## src/rtl/mem_pkg.sv

```systemverilog
// rtl/mem_pkg.sv - shared constants and state encoding for the burst writer
//
// Purpose : default geometry of the burst-written memory and the FSM state
//           codes, shared by the top level and anything that decodes state.
// Ports   : none (package).

package mem_pkg;

  // Default geometry: DEPTH must equal 2**NUMBER so the write pointer wraps
  // for free when it overflows.
  localparam int MEM_WIDTH  = 8;
  localparam int MEM_NUMBER = 3;
  localparam int MEM_DEPTH  = 8;

  // FSM state codes, kept as plain constants so older tools and netlists
  // that probe the raw state bits keep working.
  localparam logic [1:0] ST_IDLE  = 2'd0;
  localparam logic [1:0] ST_WRITE = 2'd1;
  localparam logic [1:0] ST_DONE  = 2'd2;

endpackage

```

## src/rtl/sync_ram.sv

```systemverilog
// rtl/sync_ram.sv - single write port RAM with registered read port
//
// Purpose : storage for the burst writer. Writes land at the rising edge
//           when we=1. Reads are registered: read=1 at an edge loads
//           data_out with the word stored before that edge, so a same-edge
//           read and write of one address returns the old word.
// Ports   : clk      - clock
//           rst      - synchronous active-high reset, clears data_out only
//           we       - write enable
//           waddr    - write address
//           wdata    - write data
//           read     - read enable, data_out holds when low
//           addr     - read address
//           data_out - registered read data

module sync_ram
  import mem_pkg::*;
#(
  parameter int WIDTH  = MEM_WIDTH,
  parameter int DEPTH  = MEM_DEPTH,
  parameter int NUMBER = MEM_NUMBER
) (
  input  logic              clk,
  input  logic              rst,
  input  logic              we,
  input  logic [NUMBER-1:0] waddr,
  input  logic [WIDTH-1:0]  wdata,
  input  logic              read,
  input  logic [NUMBER-1:0] addr,
  output logic [WIDTH-1:0]  data_out
);

  logic [WIDTH-1:0] mem [DEPTH];

  // The array has no reset so contents survive rst and the storage can map
  // onto a plain RAM macro.
  always_ff @(posedge clk) begin
    if (we) begin
      mem[waddr] <= wdata;
    end
  end

  // Non-blocking read of mem sees the pre-edge contents, which gives
  // read-old-data behaviour on a same-address collision.
  always_ff @(posedge clk) begin
    if (rst) begin
      data_out <= '0;
    end else if (read) begin
      data_out <= mem[addr];
    end
  end

endmodule

```

## src/rtl/mem_burst_writer.sv

```systemverilog
// rtl/mem_burst_writer.sv - burst write controller in front of sync_ram
//
// Purpose : accepts a burst request (start address and word count), then
//           writes one word per valid/ready handshake at consecutive
//           addresses, wrapping modulo DEPTH, and signals completion with a
//           one-cycle done pulse. Illegal lengths are rejected with done and
//           err together and no writes. A registered readback port reads the
//           storage independently of the burst engine.
// Ports   : clk        - clock, all state changes on its rising edge
//           rst        - synchronous active-high reset, highest priority
//           start      - burst request, sampled only in IDLE
//           start_addr - first write address
//           length     - word count, legal 1..DEPTH
//           in_valid   - in_data holds a valid word
//           in_ready   - block accepts a word this cycle (high in WRITE)
//           in_data    - write data word
//           busy       - state is not IDLE
//           done       - one-cycle pulse at burst end
//           err        - one-cycle pulse with done for a rejected burst
//           read       - readback enable
//           addr       - readback address
//           data_out   - registered readback data

module mem_burst_writer
  import mem_pkg::*;
#(
  parameter int WIDTH  = MEM_WIDTH,
  parameter int DEPTH  = MEM_DEPTH,
  parameter int NUMBER = MEM_NUMBER
) (
  input  logic              clk,
  input  logic              rst,
  input  logic              start,
  input  logic [NUMBER-1:0] start_addr,
  input  logic [NUMBER:0]   length,
  input  logic              in_valid,
  output logic              in_ready,
  input  logic [WIDTH-1:0]  in_data,
  output logic              busy,
  output logic              done,
  output logic              err,
  input  logic              read,
  input  logic [NUMBER-1:0] addr,
  output logic [WIDTH-1:0]  data_out
);

  localparam logic [NUMBER:0] MAX_LEN = (NUMBER+1)'(DEPTH);

  logic [1:0]        state;
  logic [NUMBER-1:0] ptr;
  logic [NUMBER:0]   remaining;
  logic              rejected;
  logic              len_ok;
  logic              beat;

  assign len_ok   = (length != '0) && (length <= MAX_LEN);
  assign in_ready = (state == ST_WRITE);
  assign beat     = in_ready && in_valid;
  assign busy     = (state != ST_IDLE);
  // done/err decode from state so reset clears them with no extra flops.
  assign done     = (state == ST_DONE);
  assign err      = done && rejected;

  always_ff @(posedge clk) begin
    if (rst) begin
      state     <= ST_IDLE;
      ptr       <= '0;
      remaining <= '0;
      rejected  <= 1'b0;
    end else begin
      case (state)
        ST_IDLE: begin
          if (start) begin
            ptr       <= start_addr;
            remaining <= length;
            if (len_ok) begin
              state    <= ST_WRITE;
              rejected <= 1'b0;
            end else begin
              state    <= ST_DONE;
              rejected <= 1'b1;
            end
          end
        end
        ST_WRITE: begin
          // No valid word means a stall: nothing in this branch changes.
          if (in_valid) begin
            ptr       <= ptr + 1'b1;
            remaining <= remaining - 1'b1;
            if (remaining == (NUMBER+1)'(1)) begin
              state <= ST_DONE;
            end
          end
        end
        ST_DONE: begin
          state    <= ST_IDLE;
          rejected <= 1'b0;
        end
        default: begin
          state <= ST_IDLE;
        end
      endcase
    end
  end

  sync_ram #(
    .WIDTH  (WIDTH),
    .DEPTH  (DEPTH),
    .NUMBER (NUMBER)
  ) u_ram (
    .clk      (clk),
    .rst      (rst),
    .we       (beat),
    .waddr    (ptr),
    .wdata    (in_data),
    .read     (read),
    .addr     (addr),
    .data_out (data_out)
  );

endmodule

```

## config.mk

```make
export PLATFORM = sky130hd
export DESIGN_NAME = mem_burst_writer
export DESIGN_NICKNAME = d
export VERILOG_FILES = /design/src/rtl/mem_pkg.sv /design/src/rtl/sync_ram.sv /design/src/rtl/mem_burst_writer.sv
export SDC_FILE = /design/constraint.sdc
export NUM_CORES = 1
export LEC_CHECK = 0
export ABC_AREA = 1
export CAP_MARGIN = 40
export CORE_MARGIN = 3
export CORE_UTILIZATION = 57
export DETAILED_ROUTE_END_ITERATION = 8
export GPL_TIMING_DRIVEN = 1
export PLACE_DENSITY_LB_ADDON = 0.1
export SLEW_MARGIN = 5
export SYNTH_ARGS = -nofsm -noshare
export SYNTH_HDL_FRONTEND = slang
export SYNTH_SLANG_ARGS = --single-unit
```

## constraint.sdc

```tcl
create_clock -name clk -period 2.2 [get_ports clk]
set_input_delay 0.66 -clock clk [delete_from_list [all_inputs] [get_ports clk]]
set_output_delay 0.66 -clock clk [all_outputs]
set_load 0.05 [all_outputs]
```

# [Word level (Yosys, flattened, before mapping)]
# Memories as Yosys holds them, arrays and structs flattened. A register that Yosys moved wholly into a read port is not among the register bits.
# Index checks and enable logic that the tools add are counted.
[word_totals] wordCells=41 ram_bits=64 inputBits=23 output_inout_bits=12 n_memories=1 register_bits=10
[mem_list] memory="u_ram.mem" words=8 word_bits=8 rd=1 rd_ports_with_merged_regs=1 write_ports=1 line="sync_ram.sv:33" rtl="logic [WIDTH-1:0] mem [DEPTH];"
[classes] n_addsub=2 n_mux=16 n_reduce_logical=11 magnitude_cmp=1 n_eq_ne=6
[ops] operator="2-to-1 mux 2 bit" count=4
[ops] operator="2-to-1 mux 4 bit" count=2
[ops] operator="case mux 4 bit (2 select lines)" count=1
[ops] operator="2-to-1 mux 3 bit" count=2
[ops] operator="case mux 3 bit (2 select lines)" count=1
[ops] operator="AND reduction 3 bit" count=2
[ops] operator="nonzero test 2 bit" count=3
[ops] operator="equality test 4 x 1 -> 1 bit (second input constant)" count=1
[ops] operator="<= comparator 4 bit (second input constant)" count=1
[ops] operator="2-to-1 mux 1 bit" count=4
[ops] operator="!= test 2 bit (second input constant)" count=2
[ops] operator="case mux 2 bit (2 select lines)" count=1
[ops] operator="nonzero test 4 bit" count=1
[ops] operator="subtractor 4 x 1 -> 4 bit (second input constant)" count=1
[ops] operator="adder 3 x 1 -> 3 bit (second input constant)" count=1
[ops] operator="logical AND 1 bit" count=3
[ops] operator="equality test 2 x 1 -> 1 bit (second input constant)" count=1
[ops] operator="equality test 2 bit (second input constant)" count=1
[ops] operator="zero test 2 bit" count=1
[ops] operator="!= test 2 x 1 -> 1 bit (second input constant)" count=1
[ops] operator="case mux 1 bit (2 select lines)" count=1
[ops] operator="AND reduction 2 bit" count=1

# [Logic depth before layout (Yosys ltp)]
[logic_depth] depth_word=5 mapped_depth=8 ltp_nobuf=6

# [By module]
# Synthesis repeated with hierarchy kept, for this count alone.
[unflattened] hier_cells=397 hier_area_um2=3723.6
[modules_own_cells] mod="sync_ram" instances=1 cells_each=305 area_each_um2=3105.5 seq_area_each_um2=2082.0
[modules_own_cells] mod="mem_burst_writer" instances=1 cells_each=92 area_each_um2=618.1 seq_area_each_um2=200.2

# [Worst setup path after synthesis]
# Ideal clock, no wire load.
[synth_path] path_type="register to output" from="reg state[0]" to="out err" required_time_ps=1540 setup_slack_ps=397 stages_incl_launch_ff=4 path_buffers=0 arrival_ps=1143 path_cell_list="dfxtp_1 inv_2 nand2_1 nor2_1"
[synth_between] elab_chain_len=2
[synth_rtl] item="start, declared" line="mem_burst_writer.sv:49" rtl="logic [1:0] state;"
[synth_rtl] item="start signal, assigned" line="mem_burst_writer.sv:66" rtl="state <= ST_IDLE;"
[synth_rtl] item="start signal, assigned" line="mem_burst_writer.sv:77" rtl="state <= ST_WRITE;"
[synth_rtl] item="start signal, assigned" line="mem_burst_writer.sv:80" rtl="state <= ST_DONE;"
[synth_rtl] item="equality test 2 bit" line="mem_burst_writer.sv:61" rtl="assign done = (state == ST_DONE);"
[synth_rtl] item="logical AND 1 bit" line="mem_burst_writer.sv:62" rtl="assign err = done && rejected;"
[synth_rtl] item="end, declared" line="mem_burst_writer.sv:41" rtl="output logic err,"
# Every way passes these cells.

# [Worst setup path in the final report]
[layout_path] from="reg u_ram.data_out[2] (read register of u_ram.mem)" to="out data_out[2]"
[layout_lines] item="start, declared" line="sync_ram.sv:30" rtl="output logic [WIDTH-1:0] data_out"
[layout_lines] item="end, declared" line="mem_burst_writer.sv:44" rtl="output logic [WIDTH-1:0] data_out"
# No word-level cell between the ends.

==> run summary <==
status - completed
PortBufs - 34
worst hold path type - register to register
leakage - 1.97 nW
part of the Yosys area used for sequential elements - 62.2%
Synth Area in Adders - 1.02%
commonest non-fill, non-tap cells in the layout - 91 x nand2_1, 80 x inv_1, 64 x edfxtp_1
average cell area after synthesis - 9.41 um^2
Die Height - 86.2 um
Cell Rows - 28
delay of the slowest cell on the worst path - 0.80 ns
Critical Path Fanout Max - 2
startpoint types - register
mux cell area share after synthesis - 0.273%
Synth area leader - edfxtp_1
final cell count without fillers - 519
total global-route track usage - 22.2%
synthesized flop and latch total - 82
CTS tree - done
n_diodes - 0
vias per cell - 5.22
simple-gate share of the synthesized area - 20.2%
post-synthesis cell type count - 26
Final Slew Violations - 0
initial antenna violation count - 0
Max Buffers Root-to-Sink - 2
main combinational cell family by area after synthesis - simple AND/OR/NAND/NOR gates
commonest non-fill, non-tap cell in the layout - nand2_1
CTS buffer count - 9
Hold Buf Count CTS - 0
cell chain of the critical path - clkdlybuf4s50_1
slowest CP cell - clkdlybuf4s50_1
Initial Util - 60.5%
Worst Setup End Kind - primary output
delay-heaviest family, CP - buffers and inverters
PnR Total Power - 3.24 mW
Max Cap Viol - 0
clk_lat worst skew - 0.34 ns
Sinks on Clock Net - 82
pre-CTS setup slack - 0.0686 ns
die width - 86.2 um
number of H-tree levels - 3
met3 wire length - 530 um
highest clock rate - 467 MHz
WP buf/inv - 1
Worst-Margin Slew - 0.504 ns
Top-Level Pins - 35
vias in the first global route - 2511
largest net degree at the start of global routing - 33
CTS root buffer - clkbuf_8
syn nets - 416
final worst-path cycle share - 97.4%
post-CTS setup buffer count - 0
dpl hpwl - 5430 um
DP Cell Count - 503
drc violations - 0
Die ar. - 7430 um^2
Max-slew headroom - 66.3%
RSZ-0062 raised after global routing - false
share of cells above drive strength 1 - 10.6%
Post-Syn Area - 3670 um^2
Core ar. - 6060 um^2
final worst slack - 0.0578 ns
Critical Path AT - 1.48 ns
total wire length - 7630 um
top cell type's share of synthesized area - 52.4%
Synth Area in XOR/XNOR - 0.477%
min Tclk post-route - 2.14 ns
largest cells by area after synthesis - edfxtp_1 52%, dfxtp_1 9.8%, nand2_1 9.3%, inv_1 8.2%, nand3_1 7.8%
Post-DRT Antenna Nets - 0
clk_skew - 0.0110 ns
filler instances - 451
area growth from synthesis to layout - 19.7%
routed via count - 2711
Top Layer Used - met4
global-route wire length before repair - 12400 um
NumNets Final - 465
GRT overflow - 0
Peak VDD IR - 0.620 mV
Power Density - 737 nW/um^2
GP Congestion - 0.833
Synth Warn # - 0
Finish-stage setup viols - 0
post-CTS sizing - 0
drt wl/cell - 14.7 um
synthesized instance count - 390
CP required - 1.54 ns
CTS clock-pin slew for the worst setup and hold paths - 0.08 ns
met1 wire length - 3310 um
initial DRC count - 228
complex-gate fraction of the synthesized area - 5.35%
Setup CP Type - register to primary output
post-route setup TNS - 0 ns
R2R setup slack - 0.57 ns
DRT Pass-1 Iters - 5
Final Hold Viols - 0
routed length on met2 - 3630 um
-- through the flow --
stage               hold WS, ns  area, um^2  utilization [%]
floorplan                 0.472        3670                -
global placement          0.498        4190             69.2
detailed placement        0.509        4190             69.2
CTS                       0.524        4390             72.5
global route              0.571        4390             72.5
finish                    0.527        4390             72.5
-- synth_stat cells (all sizes together) --
cell and number:
o21ai 20, o211ai 1, a21oi 17, clkbuf 1, nand4 1, xor2 1
ha 3, or2 1, mux2i 1, edfxtp 64, nor2 14, nand3 57
xnor2 1, dfxtp 18, buf 12, inv 85, nand2 93
-- power breakdown --
part           switching [mW]  internal, mW  total (mW)
Clock                   0.518         0.548        1.07
Sequential             0.0270          1.71        1.74
Combinational           0.272         0.161       0.434
Total                   0.817          2.42        3.24
-- flip-flops by register name, summed over array words and instances, names as in the netlist --
signal,flops
state,2
u_ram.data_out,8
ptr,3
u_ram.mem,64
rejected,1
remaining,4
-- logic make-up (layout without fill, tap and decap cells) --
group	Yosys count	count (layout)
XOR/XNOR	2	2
buffers and inverters	98	152
flip-flops	82	82
AND/OR/NAND/NOR	166	166
multiplexers	1	1
adder cells (fa/ha/maj)	3	3
AO/OA/AOI/OAI	38	38
-- cell type report --
type | count | area [um^2] | area share, %
flip-flops and latches | 82 | 2280 | 52.0
well taps | 75 | 93.8 | 2.14
clock inverters | 3 | 18.8 | 0.427
multi-input cells | 210 | 1000 | 22.8
clock buffers | 13 | 181 | 4.13
repair buffers | 51 | 495 | 11.3
inverters | 85 | 319 | 7.26
-- path summary, 6_finish.rpt --
| path | startpoint | endpoint | depth (start not counted) |
|---|---|---|---|
| worst max-delay path | u_ram.data_out[2] | data_out[2] | 1 |
| worst min-delay path | ptr[0] | ptr[0] | 2 |
| worst max register to register | state[0] | u_ram.mem[6][1] | 5 |
| worst min register to register | ptr[0] | ptr[0] | 2 |
-- worst register-to-register path: stages, from the launching register on --
cell and delay, ns:
dfxtp_1 0.40, inv_2 0.09, nor2_4 0.21, nand3_1 0.22, nor2_1 0.23, buf_4 0.19
-- routing by layer --
| layer | GRT usage [%] | vias to the layer above |
|---|---|---|
| met4 | 9.35 | 0 |
| met2 | 34.6 | 115 |
| met3 | 3.80 | 13 |
| met5 | 0 | - |
| li1 | - | 1343 |
| met1 | 31.1 | 1240 |
Power figures use the tool's default switching activity.
